==> src/rtl/mem_reader_pkg.sv <==
// Shared types and constants for the sequential burst reader.
package mem_reader_pkg;

   typedef enum logic [1:0] {
      ST_IDLE  = 2'd0,
      ST_READ  = 2'd1,
      ST_DRAIN = 2'd2,
      ST_DONE  = 2'd3
   } state_t;

   localparam int FIFO_DEPTH = 2;

endpackage

==> src/rtl/mem_reader_fifo2.sv <==
// Two-entry output buffer; head is presented combinationally, push and pop may coincide.
module mem_reader_fifo2
   import mem_reader_pkg::*;
#(
   parameter int DATA_W = 8
) (
   input  logic              clk,
   input  logic              reset,
   input  logic              push,
   input  logic [DATA_W-1:0] wdata,
   input  logic              pop,
   output logic [1:0]        occ,
   output logic [DATA_W-1:0] head,
   output logic              valid
);

   logic [1:0][DATA_W-1:0] entry;
   logic                   wr_ptr;
   logic                   rd_ptr;
   logic [1:0]             count;
   logic                   full;
   logic                   push_ok;
   logic                   pop_ok;

   assign full    = (count == 2'(FIFO_DEPTH));
   assign valid   = (count != 2'd0);
   assign pop_ok  = pop && valid;
   assign push_ok = push && (!full || pop_ok);
   assign occ     = count;
   assign head    = entry[rd_ptr];

   always_ff @(posedge clk or negedge reset) begin
      if (!reset) begin
         entry  <= '0;
         wr_ptr <= 1'b0;
         rd_ptr <= 1'b0;
         count  <= 2'd0;
      end else begin
         if (push_ok) begin
            entry[wr_ptr] <= wdata;
            wr_ptr        <= ~wr_ptr;
         end
         if (pop_ok) begin
            rd_ptr <= ~rd_ptr;
         end
         case ({push_ok, pop_ok})
            2'b10:   count <= count + 2'd1;
            2'b01:   count <= count - 2'd1;
            default: count <= count;
         endcase
      end
   end

endmodule

==> src/rtl/mem_reader.sv <==
// Burst reader: streams `length` words from base_addr out of a 1-cycle-latency sync memory.
//
//  state    | meaning
//  ---------+-----------------------------------------------------------
//  ST_IDLE  | waiting for start; base/length latched on start
//  ST_READ  | issuing reads while the 2-word credit allows
//  ST_DRAIN | all reads issued, waiting for the last word to be accepted
//  ST_DONE  | one-cycle done pulse, then back to idle
module mem_reader
   import mem_reader_pkg::*;
#(
   parameter int DATA_W = 8,
   parameter int ADDR_W = 4
) (
   input  logic              clk,
   input  logic              reset,
   input  logic              start,
   input  logic [ADDR_W-1:0] base_addr,
   input  logic [ADDR_W:0]   length,
   output logic              busy,
   output logic              done,
   output logic              mem_en,
   output logic [ADDR_W-1:0] mem_addr,
   input  logic [DATA_W-1:0] mem_rdata,
   output logic [DATA_W-1:0] out_data,
   output logic              out_valid,
   input  logic              out_ready
);

   localparam logic [ADDR_W:0] CNT_ONE = (ADDR_W+1)'(1);

   state_t            state;
   state_t            state_nxt;
   logic [ADDR_W-1:0] addr;
   logic [ADDR_W:0]   len;
   logic [ADDR_W:0]   issued;
   logic [ADDR_W:0]   accepted;
   logic              inflight;
   logic [1:0]        occ;
   logic              pop;
   logic              credit_ok;
   logic              issue_last;
   logic              pop_last;

   assign pop        = out_valid && out_ready;
   // Buffer space is reserved for the word still in flight from memory.
   assign credit_ok  = ({1'b0, occ} + {2'b00, inflight}) < (3'd2 + {2'b00, pop});
   assign issue_last = ((issued + CNT_ONE) == len);
   assign pop_last   = pop && ((accepted + CNT_ONE) == len);
   assign mem_addr   = addr;

   always_ff @(posedge clk or negedge reset) begin
      if (!reset) begin
         state <= ST_IDLE;
      end else begin
         state <= state_nxt;
      end
   end

   always_comb begin
      state_nxt = state;
      case (state)
         ST_IDLE: begin
            if (start) begin
               state_nxt = (length == '0) ? ST_DONE : ST_READ;
            end
         end
         ST_READ: begin
            if (mem_en && issue_last) begin
               state_nxt = ST_DRAIN;
            end
         end
         ST_DRAIN: begin
            if (pop_last) begin
               state_nxt = ST_DONE;
            end
         end
         ST_DONE:  state_nxt = ST_IDLE;
         default:  state_nxt = ST_IDLE;
      endcase
   end

   always_comb begin
      busy   = (state != ST_IDLE);
      done   = (state == ST_DONE);
      mem_en = (state == ST_READ) && credit_ok;
   end

   always_ff @(posedge clk or negedge reset) begin
      if (!reset) begin
         addr     <= '0;
         len      <= '0;
         issued   <= '0;
         accepted <= '0;
         inflight <= 1'b0;
      end else begin
         inflight <= mem_en;
         if (state == ST_IDLE) begin
            if (start) begin
               addr     <= base_addr;
               len      <= length;
               issued   <= '0;
               accepted <= '0;
            end
         end else begin
            if (mem_en) begin
               addr   <= addr + ADDR_W'(1);
               issued <= issued + CNT_ONE;
            end
            if (pop) begin
               accepted <= accepted + CNT_ONE;
            end
         end
      end
   end

   mem_reader_fifo2 #(
      .DATA_W(DATA_W)
   ) u_fifo (
      .clk  (clk),
      .reset(reset),
      .push (inflight),
      .wdata(mem_rdata),
      .pop  (pop),
      .occ  (occ),
      .head (out_data),
      .valid(out_valid)
   );

endmodule

==> config.mk <==
export PLATFORM = sky130hd
export DESIGN_NAME = mem_reader
export DESIGN_NICKNAME = d
export VERILOG_FILES = /design/src/rtl/mem_reader_pkg.sv /design/src/rtl/mem_reader_fifo2.sv /design/src/rtl/mem_reader.sv
export SDC_FILE = /design/constraint.sdc
export NUM_CORES = 1
export LEC_CHECK = 0
export ABC_AREA = 0
export BUFFER_PORTS_ARGS = -buffer_cell sky130_fd_sc_hd__buf_2
export CAP_MARGIN = 15
export CORE_MARGIN = 8
export CORE_UTILIZATION = 56
export DETAILED_ROUTE_END_ITERATION = 16
export PLACE_DENSITY_LB_ADDON = 0.12
export SLEW_MARGIN = 20
export SYNTH_ARGS = -nofsm -noshare
export SYNTH_HDL_FRONTEND = slang
export SYNTH_SLANG_ARGS = --single-unit
export TNS_END_PERCENT = 100
==> constraint.sdc <==
create_clock -name clk -period 2.1 [get_ports clk]
set_input_delay 0.21 -clock clk [delete_from_list [all_inputs] [get_ports clk]]
set_output_delay 0.21 -clock clk [all_outputs]
set_load 0.1 [all_outputs]
==> results.sh <==
export IMPL_rr_worst_depth=7
export IMPL_io_buffer_count=36
export IMPL_finalWorstSetupSlack_ns=0.109
export IMPL_final_cell_mix="dfrtp_1, buf_2, mux2_2"
export IMPL_die_x_um=78.7
export IMPL_grt_usage_pct=15.1
export IMPL_fp_dieH_um=78.7
export IMPL_path_cells="ha_1 > ha_1 > o21ai_2 > and2_4 > buf_6 > buf_12"
export IMPL_syn_avg_cell_area_um2=11.5
export IMPL_critical_path_class="reg2out"
export IMPL_required_ns=1.89
export IMPL_relSlewSlack_pct=39.9
export IMPL_setup_viol=0
export IMPL_h_tree_depth=2
export IMPL_cts_hold_buffers_added=0
export IMPL_fmax_mhz=502
export IMPL_postCtsSetupRepairBufs=0
export IMPL_grt_overflow=0
export IMPL_gp_congestion=0.861
export IMPL_drt_wl_total_um=4330
export IMPL_antenna_cells=0
export IMPL_drt_iter0_markers=51
export IMPL_ios=37
export IMPL_min_path_type="in2async"
export IMPL_worst_pin_slew_ns=0.902
export IMPL_cts_made_buffers=5
export IMPL_drive_gt1_share_pct=37.6
export IMPL_worst_r2r_setup_slack_ns=0.16
export IMPL_syn_area_mm2=0.00220
export IMPL_fin_skew_ns=0.00720
export IMPL_rows=22
export IMPL_grt_pass1_vias=1695
export IMPL_crit_path_start_kind="flip-flop"
export IMPL_wl_met2_um=2190
export IMPL_wl_met3_um=216
export IMPL_crit_fanout=8
export IMPL_synth_seq_area_share_pct=47.7
export IMPL_core_area_mm2=0.00372
export IMPL_synth_warnings=0
export IMPL_dpl_hpwl_um=3300
export IMPL_status="finished clean"
export IMPL_fp_dieArea_mm2=0.00620
export IMPL_yosysUniqueCellTypes=34
export IMPL_ys_flop_type="dfrtp_1"
export IMPL_grt_antenna_before_repair=0
export IMPL_ys_ff_latch=42
export IMPL_wl_per_cell_um=15.3
export IMPL_clk_pin_slew_ns=0.08
export IMPL_maxSlewViolCount=0
export IMPL_netlist_instances=191
export IMPL_final_common_cell="dfrtp_1"
export IMPL_cp_common_cell="ha_1"
export IMPL_cts_repair_resized=0
export IMPL_grt_max_degree=43
export IMPL_grt_pass1_wl_um=7760
export IMPL_initial_core_util_pct=59.3
export IMPL_clock_latency_ns=0.29
export IMPL_crit_path_top_delay_cell="dfrtp_2"
export IMPL_arrival_ns=1.78
export IMPL_worst_setup_path_end_kind="output pin"
export IMPL_final_area_mm2=0.00259
export IMPL_clock_path_buffers=2
export IMPL_maxUsedRoutingLayer="met4"
export IMPL_clk_root_buffer_cell="clkbuf_8"
export IMPL_dpl_worst_slack_ns=0.103
export IMPL_nNetsFinal=264
export IMPL_cts_sinks=42
export IMPL_synth_edf_count=0
export IMPL_drt_pre_antenna_iters=5
export IMPL_vias_per_cell=5.48
export IMPL_placedCellCount=274
export IMPL_final_cell_count_no_fill=282
export IMPL_placed_cell_area_mm2=0.00248
export IMPL_hold_viol=0
export IMPL_max_cap_violations=0
export IMPL_wl_met1_um=1900
export IMPL_cts_tree="yes"
export IMPL_finalCritPeriodShare_pct=94.8
export IMPL_drcViolationCount=0
export IMPL_hold_slack_ns=0.0537
export IMPL_via_count=1545
export IMPL_cpPeakStageDelay_ns=0.46
export IMPL_finalCriticalPeriod_ns=1.99
export IMPL_postSynthNetCount=222
export IMPL_synthArstFlopShare_pct=100
export IMPL_ant_nets=0
export IMPL_syn2layout_area_growth_pct=17.8
[kinds of logic (layout without fill, tap and decap cells)]
| logic type | Yosys count | after routing | share of synthesized area [%] |
|---|---|---|---|
| xor+xnor | 25 | 25 | 9.94 |
| compound gates | 28 | 28 | 8.47 |
| mux | 32 | 32 | 16.2 |
| buf+inv | 11 | 54 | 2.22 |
| fa+ha+maj | 10 | 10 | 5.68 |
| simple gates | 43 | 43 | 9.77 |
| flops | 42 | 42 | 47.7 |
[area by class of cell]
cell class | count | area (um^2)
Clock buffer | 6 | 82.6
Clock inverter | 2 | 12.5
Fill cell | 285 | 1120
Inverter | 6 | 22.5
Multi-Input combinational cell | 138 | 1120
Sequential cell | 42 | 1050
Tap cell | 48 | 60.1
Timing Repair Buffer | 40 | 244
[synth_stat cells, types with 2 or more instances]
library cell  instances  area (um^2)
dfrtp_1              42         1050
mux2_2               29          327
nand2_1              17         63.8
xnor2_1              15          131
ha_1                 10          125
xor2_1               10         87.6
o21ai_0               9         45.0
a21oi_1               6         30.0
inv_1                 6         22.5
nor2_1                6         22.5
nand3_1               5         25.0
clkbuf_1              4         15.0
nor2b_1               4         25.0
a211oi_1              3         22.5
mux2i_1               3         30.0
and2_1                2         12.5
o21ai_2               2         17.5
o31ai_1               2         15.0
[state kept, by name, summed over array words and instances (netlist names), 2 cells and up]
| signal | count |
|---|---|
| u_fifo.entry | 16 |
| u_fifo.occ | 2 |
| len | 5 |
| accepted | 5 |
| issued | 5 |
| state | 2 |
| mem_addr | 4 |
[per-layer routing]
layer | vias to the layer above | track usage (%)
met5 | - | 0
met4 | 0 | 4.26
met1 | 761 | 18.1
met2 | 34 | 25.9
li1 | 748 | -
met3 | 2 | 4.05
[path summary, 6_finish.rpt]
path | startpoint | end
hold / removal | reset | u_fifo.entry[15]
max in group asynchronous | reset | issued[0]
setup reg to reg | issued[0] | state[1]
min in group clk | mem_rdata[4] | u_fifo.entry[4]
hold reg to reg | u_fifo.entry[11] | u_fifo.entry[11]
setup / recovery | u_fifo.occ[0] | mem_en
[through the flow]
step	utilization, %	setup TNS (ns)
after CTS	69.2	0
after global routing	69.8	-0.0242
after floorplan	-	0
after global placement	66.6	0
after detailed placement	66.6	0
final	69.8	0
[critical path: cells and delay by family, from the launching register on]
kind	cells	cell delay, ns
and+or+nand+nor	1	0.17
DFF	1	0.46
adders and majority gates	2	0.48
AOI/OAI and AO/OA	1	0.07
buffers and inverters	2	0.32
Power is not shown: default switching activity piles up to over one toggle a cycle in this logic, so the estimate is an artifact.
